`src/rtl/uart_tx_buffer_if.sv`:
```
// Processor write port and transmitter launch/done handshake for uart_tx_buffer.
// UART_TXBUF_OVF_EN adds the ovf_clr/ovf sticky overflow pair.
interface uart_tx_buffer_if #(
  parameter int AW = 4
);
  logic [7:0]  wr_data;
  logic        wr_en;
  logic        full;
  logic        empty;
  logic [AW:0] level;
  logic [7:0]  tx_data;
  logic        tx_en;
  logic        tx_done;
  logic        busy;
`ifdef UART_TXBUF_OVF_EN
  logic        ovf_clr;
  logic        ovf;

  modport slave (
    input  wr_data, wr_en, tx_done, ovf_clr,
    output full, empty, level, tx_data, tx_en, busy, ovf
  );
  modport master (
    output wr_data, wr_en, tx_done, ovf_clr,
    input  full, empty, level, tx_data, tx_en, busy, ovf
  );
`else
  modport slave (
    input  wr_data, wr_en, tx_done,
    output full, empty, level, tx_data, tx_en, busy
  );
  modport master (
    output wr_data, wr_en, tx_done,
    input  full, empty, level, tx_data, tx_en, busy
  );
`endif
endinterface

```
`src/rtl/uart_tx_buffer.sv`:
```
// Byte FIFO feeding a UART transmitter one byte per TxDone.
// Define UART_TXBUF_OVF_EN to add a sticky overflow flag with clear.
module uart_tx_buffer #(
  parameter int DEPTH = 16,
  parameter int AW    = 4
) (
  input logic             clk,
  input logic             rst,
  uart_tx_buffer_if.slave bus
);

  // state  | meaning
  // S_IDLE | no byte in flight; pops as soon as the FIFO is non-empty
  // S_WAIT | byte launched; waiting for tx_done from the transmitter
  typedef enum logic {S_IDLE, S_WAIT} state_t;

  state_t      state;
  logic [7:0]  mem [DEPTH];
  logic [AW:0] wp;
  logic [AW:0] rp;
  logic [AW:0] level;
  logic        full;
  logic        empty;
  logic        push;
  logic [7:0]  tx_data;
  logic        tx_en;

  // Pointers carry an extra wrap bit so full and empty are distinguishable.
  assign level = wp - rp;
  assign full  = (level == (AW+1)'(DEPTH));
  assign empty = (level == '0);
  assign push  = bus.wr_en && !full;

  always_ff @(posedge clk) begin
    if (push) mem[wp[AW-1:0]] <= bus.wr_data;
  end

  always_ff @(posedge clk or posedge rst) begin
    if (rst) wp <= '0;
    else if (push) wp <= wp + 1'b1;
  end

  always_ff @(posedge clk or posedge rst) begin
    if (rst) begin
      state   <= S_IDLE;
      rp      <= '0;
      tx_en   <= 1'b0;
      tx_data <= 8'h00;
    end else begin
      tx_en <= 1'b0;
      case (state)
        S_IDLE: begin
          if (!empty) begin
            tx_data <= mem[rp[AW-1:0]];
            rp      <= rp + 1'b1;
            tx_en   <= 1'b1;
            state   <= S_WAIT;
          end
        end
        S_WAIT: begin
          // tx_done is not trusted in the launch cycle itself
          if (bus.tx_done && !tx_en) state <= S_IDLE;
        end
        default: state <= S_IDLE;
      endcase
    end
  end

  assign bus.full    = full;
  assign bus.empty   = empty;
  assign bus.level   = level;
  assign bus.tx_data = tx_data;
  assign bus.tx_en   = tx_en;
  assign bus.busy    = (state == S_WAIT);

`ifdef UART_TXBUF_OVF_EN
  logic ovf;

  // Set has priority over clear so a drop in the clear cycle is not lost.
  always_ff @(posedge clk or posedge rst) begin
    if (rst) ovf <= 1'b0;
    else if (bus.wr_en && full) ovf <= 1'b1;
    else if (bus.ovf_clr) ovf <= 1'b0;
  end

  assign bus.ovf = ovf;
`endif

endmodule

```
`src/flat_wrapper.sv`:
```
// flat-port wrapper written by rule: the top's interface ports become plain ports
module uart_tx_buffer_flat 
#(
  parameter int DEPTH = 16,
  parameter int AW    = 4
)
  (clk, rst, bus_wr_data, bus_wr_en, bus_tx_done, bus_full, bus_empty, bus_level, bus_tx_data, bus_tx_en, bus_busy);
  uart_tx_buffer_if #(.AW(AW)) bus_i ();
  input logic clk;
  input logic rst;
  input wire logic [$bits(bus_i.wr_data)-1:0] bus_wr_data;
  input wire logic [$bits(bus_i.wr_en)-1:0] bus_wr_en;
  input wire logic [$bits(bus_i.tx_done)-1:0] bus_tx_done;
  output wire logic [$bits(bus_i.full)-1:0] bus_full;
  output wire logic [$bits(bus_i.empty)-1:0] bus_empty;
  output wire logic [$bits(bus_i.level)-1:0] bus_level;
  output wire logic [$bits(bus_i.tx_data)-1:0] bus_tx_data;
  output wire logic [$bits(bus_i.tx_en)-1:0] bus_tx_en;
  output wire logic [$bits(bus_i.busy)-1:0] bus_busy;
  assign bus_i.wr_data = bus_wr_data;
  assign bus_i.wr_en = bus_wr_en;
  assign bus_i.tx_done = bus_tx_done;
  assign bus_full = bus_i.full;
  assign bus_empty = bus_i.empty;
  assign bus_level = bus_i.level;
  assign bus_tx_data = bus_i.tx_data;
  assign bus_tx_en = bus_i.tx_en;
  assign bus_busy = bus_i.busy;
  uart_tx_buffer #(.DEPTH(DEPTH), .AW(AW)) u_core (.clk(clk), .rst(rst), .bus(bus_i));
endmodule
```
`config.mk`:
```
export PLATFORM = sky130hd
export DESIGN_NAME = uart_tx_buffer_flat
export DESIGN_NICKNAME = d
export VERILOG_FILES = /design/src/rtl/uart_tx_buffer_if.sv /design/src/rtl/uart_tx_buffer.sv /design/src/flat_wrapper.sv
export SDC_FILE = /design/constraint.sdc
export NUM_CORES = 1
export LEC_CHECK = 0
export ABC_AREA = 1
export ABC_CLOCK_PERIOD_IN_PS = 3130
export BUFFER_PORTS_ARGS = -buffer_cell sky130_fd_sc_hd__buf_2
export CAP_MARGIN = 10
export CELL_PAD_IN_SITES_DETAIL_PLACEMENT = 0
export CELL_PAD_IN_SITES_GLOBAL_PLACEMENT = 1
export CORE_MARGIN = 5
export CORE_UTILIZATION = 50
export CTS_BUF_LIST = sky130_fd_sc_hd__clkbuf_8
export DETAILED_ROUTE_END_ITERATION = 6
export GPL_TIMING_DRIVEN = 0
export PLACE_DENSITY = 0.93
export REMOVE_ABC_BUFFERS = 1
export SYNTH_ARGS = -nofsm -noshare
export SYNTH_HDL_FRONTEND = slang
export SYNTH_SLANG_ARGS = --single-unit
```
`constraint.sdc`:
```
create_clock -name clk -period 3.13 [get_ports clk]
set_clock_uncertainty 0.1 [all_clocks]
set_input_delay 0.4695 -clock clk [delete_from_list [all_inputs] [get_ports clk]]
set_output_delay 0.4695 -clock clk [all_outputs]
set_load 0.05 [all_outputs]
```
==> results.cfg <==
[timing]
finalMaxSlewViolations = 0
rsz0062_at_grt = no
timing.fmax_mhz = 333
finalCritPeriodShare = 0.960
worstMarginPinSlew_ns = 1.14
min_period_ns = 3.00
relSlewSlack = 0.237
hold_viol = 0
setup_tns_ns = 0
setup_violations = 0

[placement]
dpl_cell_area_um2 = 7070
hpwl_um = 8950
io_buffers = 28
place.gp.congestion = 0.780
dp.cells = 882

[pwr]
leakagePower_nw = 3.46
clockPowerShare = 0.212
total_power_w = 0.00796
sequentialPowerShare = 0.327
p_per_area_nw_per_um2 = 1020
swShare = 0.430
switchingPower_w = 0.00343
peakVddDrop_mv = 0.434
power_frac_comb = 0.461
p_int_w = 0.00454

[worst_setup_path]
critPathArrivalTime_ns = 2.43
worstPathMaxFanout = 4
worstPathRequired_ns = 2.56
cp-end-kind = output port
path_class = register to output port
worstSetupStartpointType = register

[clock_tree]
cts_buffers = 17
cts_hold_repair.buffers = 0
cts_htree_levels = 4
clk-insertion-delay-late_ns = 0.46
cts_tree = yes
clock-sinks = 148
clockBufferDepth = 2
path_clk_slew_ns = 0.08
clock_tree.root_cell = clkbuf_8

[detailed_routing]
drtAntennaViolNets = 0
vias = 4721
routedWlPerCell_um = 16.5
drt-initial-drc-count = 386
drt-total-wl_um = 15300
drc_errors = 0
routed_via_density = 5.08
drt_pass1_iterations = 6

[yosys]
yosys-top-cells-count = nand2_1 (280), edfxtp_1 (128), inv_1 (94)
yosys.area.top_type = edfxtp_1
synth_area_leaders = edfxtp_1 (56%), nand2_1 (15%), dfrtp_1 (7.3%)
synth-seq-cells = 148
synthCells = 702
synth_area_um2 = 6830
synth_cell_types = 27
yosysMostFrequentCell = nand2_1
synth-edff-count = 128
synth_top_flop_cell = edfxtp_1
async_flop_share = 0.135
ys_warn_count = 0
synth.avg_cell_area_um2 = 9.73
synth_top_area_share = 0.563
yosysSeqAreaShare = 0.636

[die]
core_area_um2 = 13300
die_y_um = 127
rows = 42
initial_utilization = 0.512
dieArea_um2 = 16100
io_pins = 29
die_width_um = 127

[finish]
insertedDiodeCount = 0
layoutNonFillerInstCount = 930
drive_gt1_frac = 0.156
design_area_um2 = 7780
nets = 763
fin_util = 0.583
syn_to_final_growth_pct = 13.8

[grt]
busiest_layer = met2
use_met3 = 0.0454
grt_pass1_wl_um = 23900
met1_usage = 0.255
use_met2 = 0.322
grt_pass1_vias = 4535
grt_max_degree = 66
grtUsageTotal = 0.198
gr-total-overflow = 0
grt_antenna_before_repair = 0

[outcome]
status = completed

[run]
max_cap_viol_count = 0

[hold_path]
min_path_type = input pin to async pin
[metrics by stage]
| stage | setup WS (ns) | hold slack, ns |
|---|---|---|
| floorplan | -0.909 | 0.333 |
| global placement | -1.60 | 0.357 |
| detailed placement | -0.829 | 0.364 |
| CTS | 0.000769 | 0.0498 |
| global route | 0.00477 | 0.122 |
| finish | 0.126 | 0.0478 |
[logic make-up after synthesis]
kind of cell    after synthesis  share of synthesized area
compound gates               11                    0.00916
xor+xnor                      4                    0.00513
fa+ha+maj                    10                     0.0194
buf+inv                     124                     0.0754
flops                       148                      0.636
simple gates                405                      0.255
[flip-flops by register name (all words and copies together), names as in the netlist]
signal	flops
u_core.bus.tx_data	8
u_core.bus.tx_en	1
u_core.rp	5
u_core.mem	128
u_core.bus.busy	1
u_core.wp	5
[placed cells by master (no fill, tap or decap), types with 3 or more instances in the layout]
| cell | count |
|---|---|
| edfxtp_1 | 128 |
| nand2_4 | 3 |
| inv_2 | 3 |
| dfrtp_1 | 16 |
| buf_6 | 3 |
| nor2_1 | 23 |
| inv_1 | 93 |
| nand2_1 | 280 |
| clkinv_2 | 4 |
| o21ai_0 | 8 |
| ha_1 | 8 |
| buf_2 | 26 |
| nand3_4 | 3 |
| nor2_4 | 3 |
| buf_4 | 13 |
| clkbuf_8 | 23 |
| nand2_2 | 3 |
| bufinv_16 | 4 |
| nand3_1 | 72 |
| xor2_1 | 4 |
| nor2_2 | 14 |
[what timing repair did]
action	in CTS	in global routing
gates resized for setup	16	10
gates cloned	1	0
endpoints found under the hold margin	0	0
pin swaps	5	5
setup endpoints to repair	150	40
buffers inserted	11	5
[final timing paths]
kind                       cells past startpoint  slack [ns]             startpoint                    end
setup / recovery                               9        0.13           u_core.wp[0]              bus_empty
hold / removal                                 2        0.05                    rst           u_core.wp[1]
setup reg to reg                               9        0.20           u_core.rp[3]       u_core.mem[3][6]
hold reg to reg                                2        0.38  u_core.bus.tx_data[7]  u_core.bus.tx_data[7]
max in group asynchronous                      2        2.29                    rst           u_core.rp[0]
min in group clk                               4        0.19            bus_tx_done        u_core.bus.busy
[critical path: stages (launching register included)]
cell and delay [ns]:
dfrtp_2 0.43, inv_2 0.11, ha_4 0.13, inv_2 0.04
fa_1 0.48, or2_4 0.29, nor2_8 0.15, nand3_4 0.08
nor2_4 0.11, buf_8 0.15
[power by group through the flow]
stage                     Clock, W  Sequential, W  Combinational [W]
after CTS                  0.00171        0.00262            0.00359
final                      0.00169        0.00260            0.00367
after global routing       0.00178        0.00262            0.00401
after floorplan                  0        0.00293            0.00214
after detailed placement         0        0.00279            0.00313
after global placement           0        0.00283            0.00299
[metal layers]
layer	up-vias	routed length, um
met1	2240	6390
met3	25	993
met5	-	0
li1	2303	-
met4	0	317
met2	153	7610
[area by class of cell]
type	count	area, um2
tap	176	220
fill	1140	5570
timing repair buffer	45	337
clock buffer	23	317
sequential	148	4350
inverter	99	385
clock inverter	9	148
multi-input combinational	430	2020
Power figures use the tool's default switching activity.
